--- config.mk ---
export PLATFORM = sky130hd
export DESIGN_NAME = control_block
export DESIGN_NICKNAME = d
export VERILOG_FILES = /design/src/rtl/control_block.sv
export SDC_FILE = /design/constraint.sdc
export NUM_CORES = 1
export LEC_CHECK = 0
export ABC_CLOCK_PERIOD_IN_PS = 2000
export CAP_MARGIN = 10
export CORE_AREA = 2 2 78 80
export CTS_CLUSTER_DIAMETER = 30
export CTS_CLUSTER_SIZE = 20
export DETAILED_ROUTE_END_ITERATION = 10
export DIE_AREA = 0 0 80 82
export DONT_BUFFER_PORTS = 1
export GPL_TIMING_DRIVEN = 0
export SYNTH_ARGS = -nofsm -noshare
export SYNTH_HDL_FRONTEND = slang
export SYNTH_SLANG_ARGS = --single-unit
--- constraint.sdc ---
create_clock -name clk -period 2 [get_ports clk]
set_input_delay 0.3 -clock clk [delete_from_list [all_inputs] [get_ports clk]]
set_output_delay 0.3 -clock clk [all_outputs]
set_load 0.03 [all_outputs]
--- src/rtl/control_block.sv ---
`default_nettype none
// ============================================================================
// Module   : control_block
// Purpose  : Multi-cycle MIPS-subset control unit. A one-hot stage register
//            sequences IF/ID/EX/MEM/WB/HALT. Instruction decode (register
//            addresses, immediate, ALU op, branch/jump target) is purely
//            combinational from IR. Datapath strobes and selects are
//            derived from the current stage and the decoded instruction.
// Revision : 1.0 - initial release
// ============================================================================
module control_block (
    input  logic        clk,
    input  logic        reset,
    input  logic [31:0] IR,
    input  logic [31:0] regrs,
    input  logic [31:0] regrt,
    output logic [5:0]  stage,
    output logic        IR_DR,
    output logic        MemWrite,
    output logic [5:0]  funct,
    output logic [4:0]  rout1,
    output logic [4:0]  rout2,
    output logic [4:0]  rin,
    output logic [31:0] imm,
    output logic        addr_mux,
    output logic        Din_mux,
    output logic        AddrOrData_mux,
    output logic        MemOrReg_mux,
    output logic        Store_mux,
    output logic        imm_mux,
    output logic        PCcount,
    output logic        RegWrite,
    output logic [31:0] addr_imm
);

    typedef enum logic [5:0] {
        ST_IF   = 6'b000001,
        ST_ID   = 6'b000010,
        ST_EX   = 6'b000100,
        ST_MEM  = 6'b001000,
        ST_WB   = 6'b010000,
        ST_HALT = 6'b100000
    } stage_t;

    localparam logic [5:0] OP_RTYPE = 6'b000000;
    localparam logic [5:0] OP_ADDI  = 6'b001000;
    localparam logic [5:0] OP_ADDIU = 6'b001001;
    localparam logic [5:0] OP_SLTI  = 6'b001010;
    localparam logic [5:0] OP_ANDI  = 6'b001100;
    localparam logic [5:0] OP_ORI   = 6'b001101;
    localparam logic [5:0] OP_XORI  = 6'b001110;
    localparam logic [5:0] OP_LUI   = 6'b001111;
    localparam logic [5:0] OP_LW    = 6'b100011;
    localparam logic [5:0] OP_SW    = 6'b101011;
    localparam logic [5:0] OP_BEQ   = 6'b000100;
    localparam logic [5:0] OP_BNE   = 6'b000101;
    localparam logic [5:0] OP_J     = 6'b000010;
    localparam logic [5:0] OP_JAL   = 6'b000011;
    localparam logic [5:0] OP_HALT  = 6'b100111;
    localparam logic [5:0] FN_JR    = 6'b001000;

    localparam logic [5:0] ALU_ADD  = 6'b100000;
    localparam logic [5:0] ALU_ADDU = 6'b100001;
    localparam logic [5:0] ALU_SUB  = 6'b100010;
    localparam logic [5:0] ALU_AND  = 6'b100100;
    localparam logic [5:0] ALU_OR   = 6'b100101;
    localparam logic [5:0] ALU_XOR  = 6'b100110;
    localparam logic [5:0] ALU_SLT  = 6'b101010;

    stage_t      stage_q;
    stage_t      stage_d;
    stage_t      stage_cur;

    logic [5:0]  opcode;
    logic        op_r;
    logic        op_jr;
    logic        op_alui;
    logic        op_lw;
    logic        op_sw;
    logic        op_beq;
    logic        op_bne;
    logic        op_j;
    logic        op_jal;
    logic        op_halt;
    logic        op_itype;
    logic        br_taken;
    logic [31:0] imm_sext;
    logic [31:0] imm_zext;

    assign opcode   = IR[31:26];
    assign rout1    = IR[25:21];
    assign rout2    = IR[20:16];
    assign imm_sext = {{16{IR[15]}}, IR[15:0]};
    assign imm_zext = {16'h0000, IR[15:0]};
    assign op_itype = op_alui | op_lw | op_sw;
    assign br_taken = (op_beq & (regrs == regrt)) | (op_bne & (regrs != regrt));

    // Classify the instruction; unknown opcodes leave every flag low (NOP)
    always_comb begin
        op_r    = 1'b0;
        op_jr   = 1'b0;
        op_alui = 1'b0;
        op_lw   = 1'b0;
        op_sw   = 1'b0;
        op_beq  = 1'b0;
        op_bne  = 1'b0;
        op_j    = 1'b0;
        op_jal  = 1'b0;
        op_halt = 1'b0;
        case (opcode)
            OP_RTYPE: begin
                op_r  = (IR[5:0] != FN_JR);
                op_jr = (IR[5:0] == FN_JR);
            end
            OP_ADDI, OP_ADDIU, OP_SLTI, OP_ANDI,
            OP_ORI, OP_XORI, OP_LUI: op_alui = 1'b1;
            OP_LW:   op_lw   = 1'b1;
            OP_SW:   op_sw   = 1'b1;
            OP_BEQ:  op_beq  = 1'b1;
            OP_BNE:  op_bne  = 1'b1;
            OP_J:    op_j    = 1'b1;
            OP_JAL:  op_jal  = 1'b1;
            OP_HALT: op_halt = 1'b1;
            default: ;
        endcase
    end

    // Immediate extension and ALU operation selection per opcode
    always_comb begin
        imm   = 32'h0;
        funct = 6'b000000;
        case (opcode)
            OP_RTYPE: funct = IR[5:0];
            OP_ADDI:  begin imm = imm_sext;            funct = ALU_ADD;  end
            OP_ADDIU: begin imm = imm_sext;            funct = ALU_ADDU; end
            OP_SLTI:  begin imm = imm_sext;            funct = ALU_SLT;  end
            OP_ANDI:  begin imm = imm_zext;            funct = ALU_AND;  end
            OP_ORI:   begin imm = imm_zext;            funct = ALU_OR;   end
            OP_XORI:  begin imm = imm_zext;            funct = ALU_XOR;  end
            OP_LUI:   begin imm = {IR[15:0], 16'h0};   funct = ALU_ADD;  end
            OP_LW:    begin imm = imm_sext;            funct = ALU_ADD;  end
            OP_SW:    begin imm = imm_sext;            funct = ALU_ADD;  end
            OP_BEQ:   begin imm = imm_sext;            funct = ALU_SUB;  end
            OP_BNE:   begin imm = imm_sext;            funct = ALU_SUB;  end
            default:  ;
        endcase
    end

    // Write-back register address and PC target value
    always_comb begin
        rin      = IR[20:16];
        addr_imm = 32'h0;
        if (op_r | op_jr) begin
            rin = IR[15:11];
        end
        if (op_jal) begin
            rin = 5'd31;
        end
        if (op_j | op_jal) begin
            addr_imm = {4'b0000, IR[25:0], 2'b00};
        end else if (op_beq | op_bne) begin
            addr_imm = {imm_sext[29:0], 2'b00};
        end else if (op_jr) begin
            addr_imm = regrs;
        end
    end

    // Any non-one-hot register value, including an all-zero power-up, acts as IF
    always_comb begin
        case (stage_q)
            ST_IF, ST_ID, ST_EX, ST_MEM, ST_WB, ST_HALT: stage_cur = stage_q;
            default:                                     stage_cur = ST_IF;
        endcase
    end

    assign stage = stage_cur;

    // Stage sequencing: route depends on the instruction class decoded in ID
    always_comb begin
        stage_d = ST_IF;
        case (stage_cur)
            ST_IF: stage_d = ST_ID;
            ST_ID: begin
                if (op_halt) begin
                    stage_d = ST_HALT;
                end else if (op_r | op_itype) begin
                    stage_d = ST_EX;
                end else begin
                    stage_d = ST_IF;
                end
            end
            ST_EX:   stage_d = (op_lw | op_sw) ? ST_MEM : ST_WB;
            ST_MEM:  stage_d = op_lw ? ST_WB : ST_IF;
            ST_WB:   stage_d = ST_IF;
            ST_HALT: stage_d = ST_HALT;
            default: stage_d = ST_IF;
        endcase
    end

    // Stage register; reset aborts any instruction in flight
    always_ff @(posedge clk or posedge reset) begin
        if (reset) begin
            stage_q <= ST_IF;
        end else begin
            stage_q <= stage_d;
        end
    end

    // Datapath strobes and selects; all held low while reset is asserted
    always_comb begin
        IR_DR          = 1'b0;
        MemWrite       = 1'b0;
        addr_mux       = 1'b0;
        Din_mux        = 1'b0;
        AddrOrData_mux = 1'b0;
        MemOrReg_mux   = 1'b0;
        Store_mux      = 1'b0;
        imm_mux        = 1'b0;
        PCcount        = 1'b0;
        RegWrite       = 1'b0;
        if (!reset) begin
            case (stage_cur)
                ST_IF: begin
                    IR_DR   = 1'b1;
                    PCcount = 1'b1;
                end
                ST_ID: begin
                    if (br_taken | op_j | op_jr | op_jal) begin
                        PCcount   = 1'b1;
                        Store_mux = 1'b1;
                    end
                    if (op_jal) begin
                        RegWrite = 1'b1;
                        Din_mux  = 1'b1;
                    end
                end
                ST_EX: begin
                    imm_mux = op_itype;
                end
                ST_MEM: begin
                    addr_mux = 1'b1;
                    MemWrite = op_sw;
                end
                ST_WB: begin
                    RegWrite     = 1'b1;
                    MemOrReg_mux = op_lw;
                end
                default: ;
            endcase
        end
    end

endmodule
`default_nettype wire

==> results.sh <==
export IMPL_rows=28
export IMPL_cp_startpoint="stage_q[5]$_DFF_PP0_"
export IMPL_start_kind="register"
export IMPL_synth_top_cell_area_share=0.149
export IMPL_drive_above_1_share=0.498
export IMPL_cts_buffers=3
export IMPL_clock_fmax_mhz=423
export IMPL_fin_nets=388
export IMPL_clock_latency_ns=0.23
export IMPL_seq_area_frac_synth=0.0755
export IMPL_overflow=0
export IMPL_netlist_instances=266
export IMPL_grt_use_total=0.264
export IMPL_worstPathRequired_ns=1.70
export IMPL_grt_max_degree=11
export IMPL_synth_seq_cells=6
export IMPL_antenna_found_initial=0
export IMPL_maxSlewViolCount=0
export IMPL_cts_root_buf="clkbuf_8"
export IMPL_period_minus_slack_ns=2.37
export IMPL_first_global_vias=2149
export IMPL_async_flop_share=1.00
export IMPL_die_x_um=80
export IMPL_power_switching_uw=455
export IMPL_syn_to_final_growth_pct=30.5
export IMPL_netlist_area_mm2=0.00200
export IMPL_critPathTopFamily="simple AND/OR/NAND/NOR gates"
export IMPL_dp_cells=341
export IMPL_p_leak_nw=1.07
export IMPL_cts_tree="yes"
export IMPL_drv_cap=0
export IMPL_avgRoutedWirePerCell_um=26.1
export IMPL_total_power_uw=963
export IMPL_critPathKind="register to output port"
export IMPL_synth_nets=364
export IMPL_synth_enable_flop_cells=0
export IMPL_mostFrequentLayoutCells="34 x xnor2_1, 32 x buf_4, 23 x nand2_1"
export IMPL_fp_coreArea_mm2=0.00575
export IMPL_yosysWarnings=0
export IMPL_hold_path_class="input port to async pin"
export IMPL_max_stage_delay_ns=0.56
export IMPL_hold_viol=0
export IMPL_combPwrFrac=0.653
export IMPL_cts_buffer_depth=2
export IMPL_synthFlopType="dfrtp_1"
export IMPL_fin_cells=364
export IMPL_top_register="stage_q"
export IMPL_layout_commonest_cell="xnor2_1"
export IMPL_drt_initial_drc_count=82
export IMPL_io_buffers=0
export IMPL_powerDensity_mw_per_mm2=368
export IMPL_drtPass1Iterations=4
export IMPL_p_int_uw=509
export IMPL_synth_area_top_cells="xnor2_1 15%, a21o_1 7.5%, a22o_1 7.0%, dfrtp_1 6.2%, buf_4 6.0%"
export IMPL_slowest_stage="or4_4"
export IMPL_initial_core_util=0.349
export IMPL_drt_antenna_violating_nets=0
export IMPL_cts_clk_slew_worst_paths_ns=0.04
export IMPL_sequentialPowerShare=0.147
export IMPL_largest_reg_flops=6
export IMPL_cp_arrival_ns=2.07
export IMPL_vias_per_cell=6.23
export IMPL_die_h_um=82
export IMPL_wl_um=9490
export IMPL_worst_pin_slew_ns=1.00
export IMPL_postLayoutCellArea_mm2=0.00262
export IMPL_end_kind="output port"
export IMPL_dr_total_vias=2268
export IMPL_placed_area_mm2=0.00215
export IMPL_rr_startpoint="stage_q[1]$_DFF_PP0_"
export IMPL_rsz0062_at_grt="true"
export IMPL_fin_skew_ns=0.00276
export IMPL_critPathMaxFanout=7
export IMPL_yosysUniqueCellTypes=56
export IMPL_finalSetupViolCount=11
export IMPL_outcome="finished, violations left"
export IMPL_worst_slack_ns=-0.366
export IMPL_hpwl_um=7530
export IMPL_peakVddDrop_uv=389
export IMPL_synth_area_per_cell_um2=7.54
export IMPL_grt_pass1_wl_um=12900
export IMPL_p_sw_frac=0.472
export IMPL_cts_sinks=6
export IMPL_fp_dieArea_mm2=0.00656
export IMPL_diodes=0
export IMPL_violations="negative setup slack"
export IMPL_period_share=1.18
export IMPL_ios=199
export IMPL_cts_max_level=1
export IMPL_fin_hold_ws_ns=0.438
export IMPL_crit_chain="or4_4 > nor2_8 > a2111oi_4 > a221oi_2 > o21ba_4"
export IMPL_slew_headroom=0.329
export IMPL_clock_power_share=0.200
export IMPL_place_congestion=0.894
export IMPL_post_synth_top_area_cell="xnor2_1"
export IMPL_drc=0
export IMPL_worstPathBufferInverterCount=0
export IMPL_largestRegisters="stage_q: 6 flops"
[layer usage]
layer	GRT usage	wire, µm	up-vias
met4	0.0492	145	0
li1	-	-	1003
met2	0.474	4860	125
met1	0.313	3550	1125
met3	0.0802	936	15
met5	0	0	-
[worst register-to-register path: stages (launching register included)]
cell and delay, ns:
dfrtp_1 0.41, or4_4 0.59, buf_4 0.16, buf_6 0.11, nor2_4 0.22, nand2_1 0.10, o31ai_1 0.09
[stage by stage]
| step | setup slack, ns | TNS (ns) | util |
|---|---|---|---|
| after floorplan | -0.130 | -0.337 | - |
| after global placement | -0.297 | -7.29 | 0.375 |
| after detailed placement | -0.278 | -8.11 | 0.375 |
| after CTS | -0.386 | -2.80 | 0.417 |
| after global routing | -0.437 | -2.89 | 0.455 |
| final | -0.366 | -2.20 | 0.455 |
[power by group through the flow]
stage | clock (mW) | sequential [mW] | combinational (mW)
after floorplan | 0 | 0.139 | 0.485
after global placement | 0 | 0.140 | 0.541
after detailed placement | 0 | 0.141 | 0.545
after CTS | 0.196 | 0.140 | 0.584
after global routing | 0.207 | 0.143 | 0.662
final | 0.193 | 0.142 | 0.629
[synthesized netlist by cell type, drive strengths merged, types with 4 or more instances]
cell    number
a21oi       11
nor3         8
a22o        16
nand3       10
and3         4
nor4         5
nand2       23
buf         27
nor2b        4
dfrtp        5
inv          6
nor2        17
nand4        9
and2        17
a221o       10
a21o        20
xnor2       34
nand2b       4
[what timing repair did]
action | 4_1_cts | 5_1_grt
hold buffers | 1 | 0
buffers inserted | 6 | 12
cloned | 0 | 0
setup endpoints to repair | 71 | 70
gates resized for setup | 55 | 43
pin swaps | 10 | 10
endpoints found under the hold margin | 5 | 0
[final timing paths]
check / to / slack (ns) / cells after the start
hold reg to reg: stage_q[1]$_DFF_PP0_ / 0.78 / 2
hold / removal: stage_q[1]$_DFF_PP0_ / 0.44 / 2
setup / recovery: PCcount / -0.37 / 5
setup reg to reg: stage_q[4]$_DFF_PP0_ / 0.20 / 6
min in group clk: stage_q[5]$_DFF_PP0_ / 0.44 / 4
max in group asynchronous: stage_q[0]$_DFF_PP1_ / 1.29 / 2
[area by class of cell]
type,count,area [µm²]
fill,578,3130
multi-input combinational,225,1920
buffer,29,221
timing repair buffer,19,156
sequential,6,154
tap,75,93.8
clock buffer,4,45.0
inverter,6,30.0
[cell families (layout without fill, tap and decap cells)]
group           Yosys count  in the layout  synth area share
other cells               1              1           0.00187
buf+inv                  35             58             0.112
compound gates           74             74             0.305
mux                       1              1           0.00499
xor+xnor                 35             35             0.153
simple gates            114            114             0.347
flops                     6              6            0.0755
(Power assumes the default switching activity.)
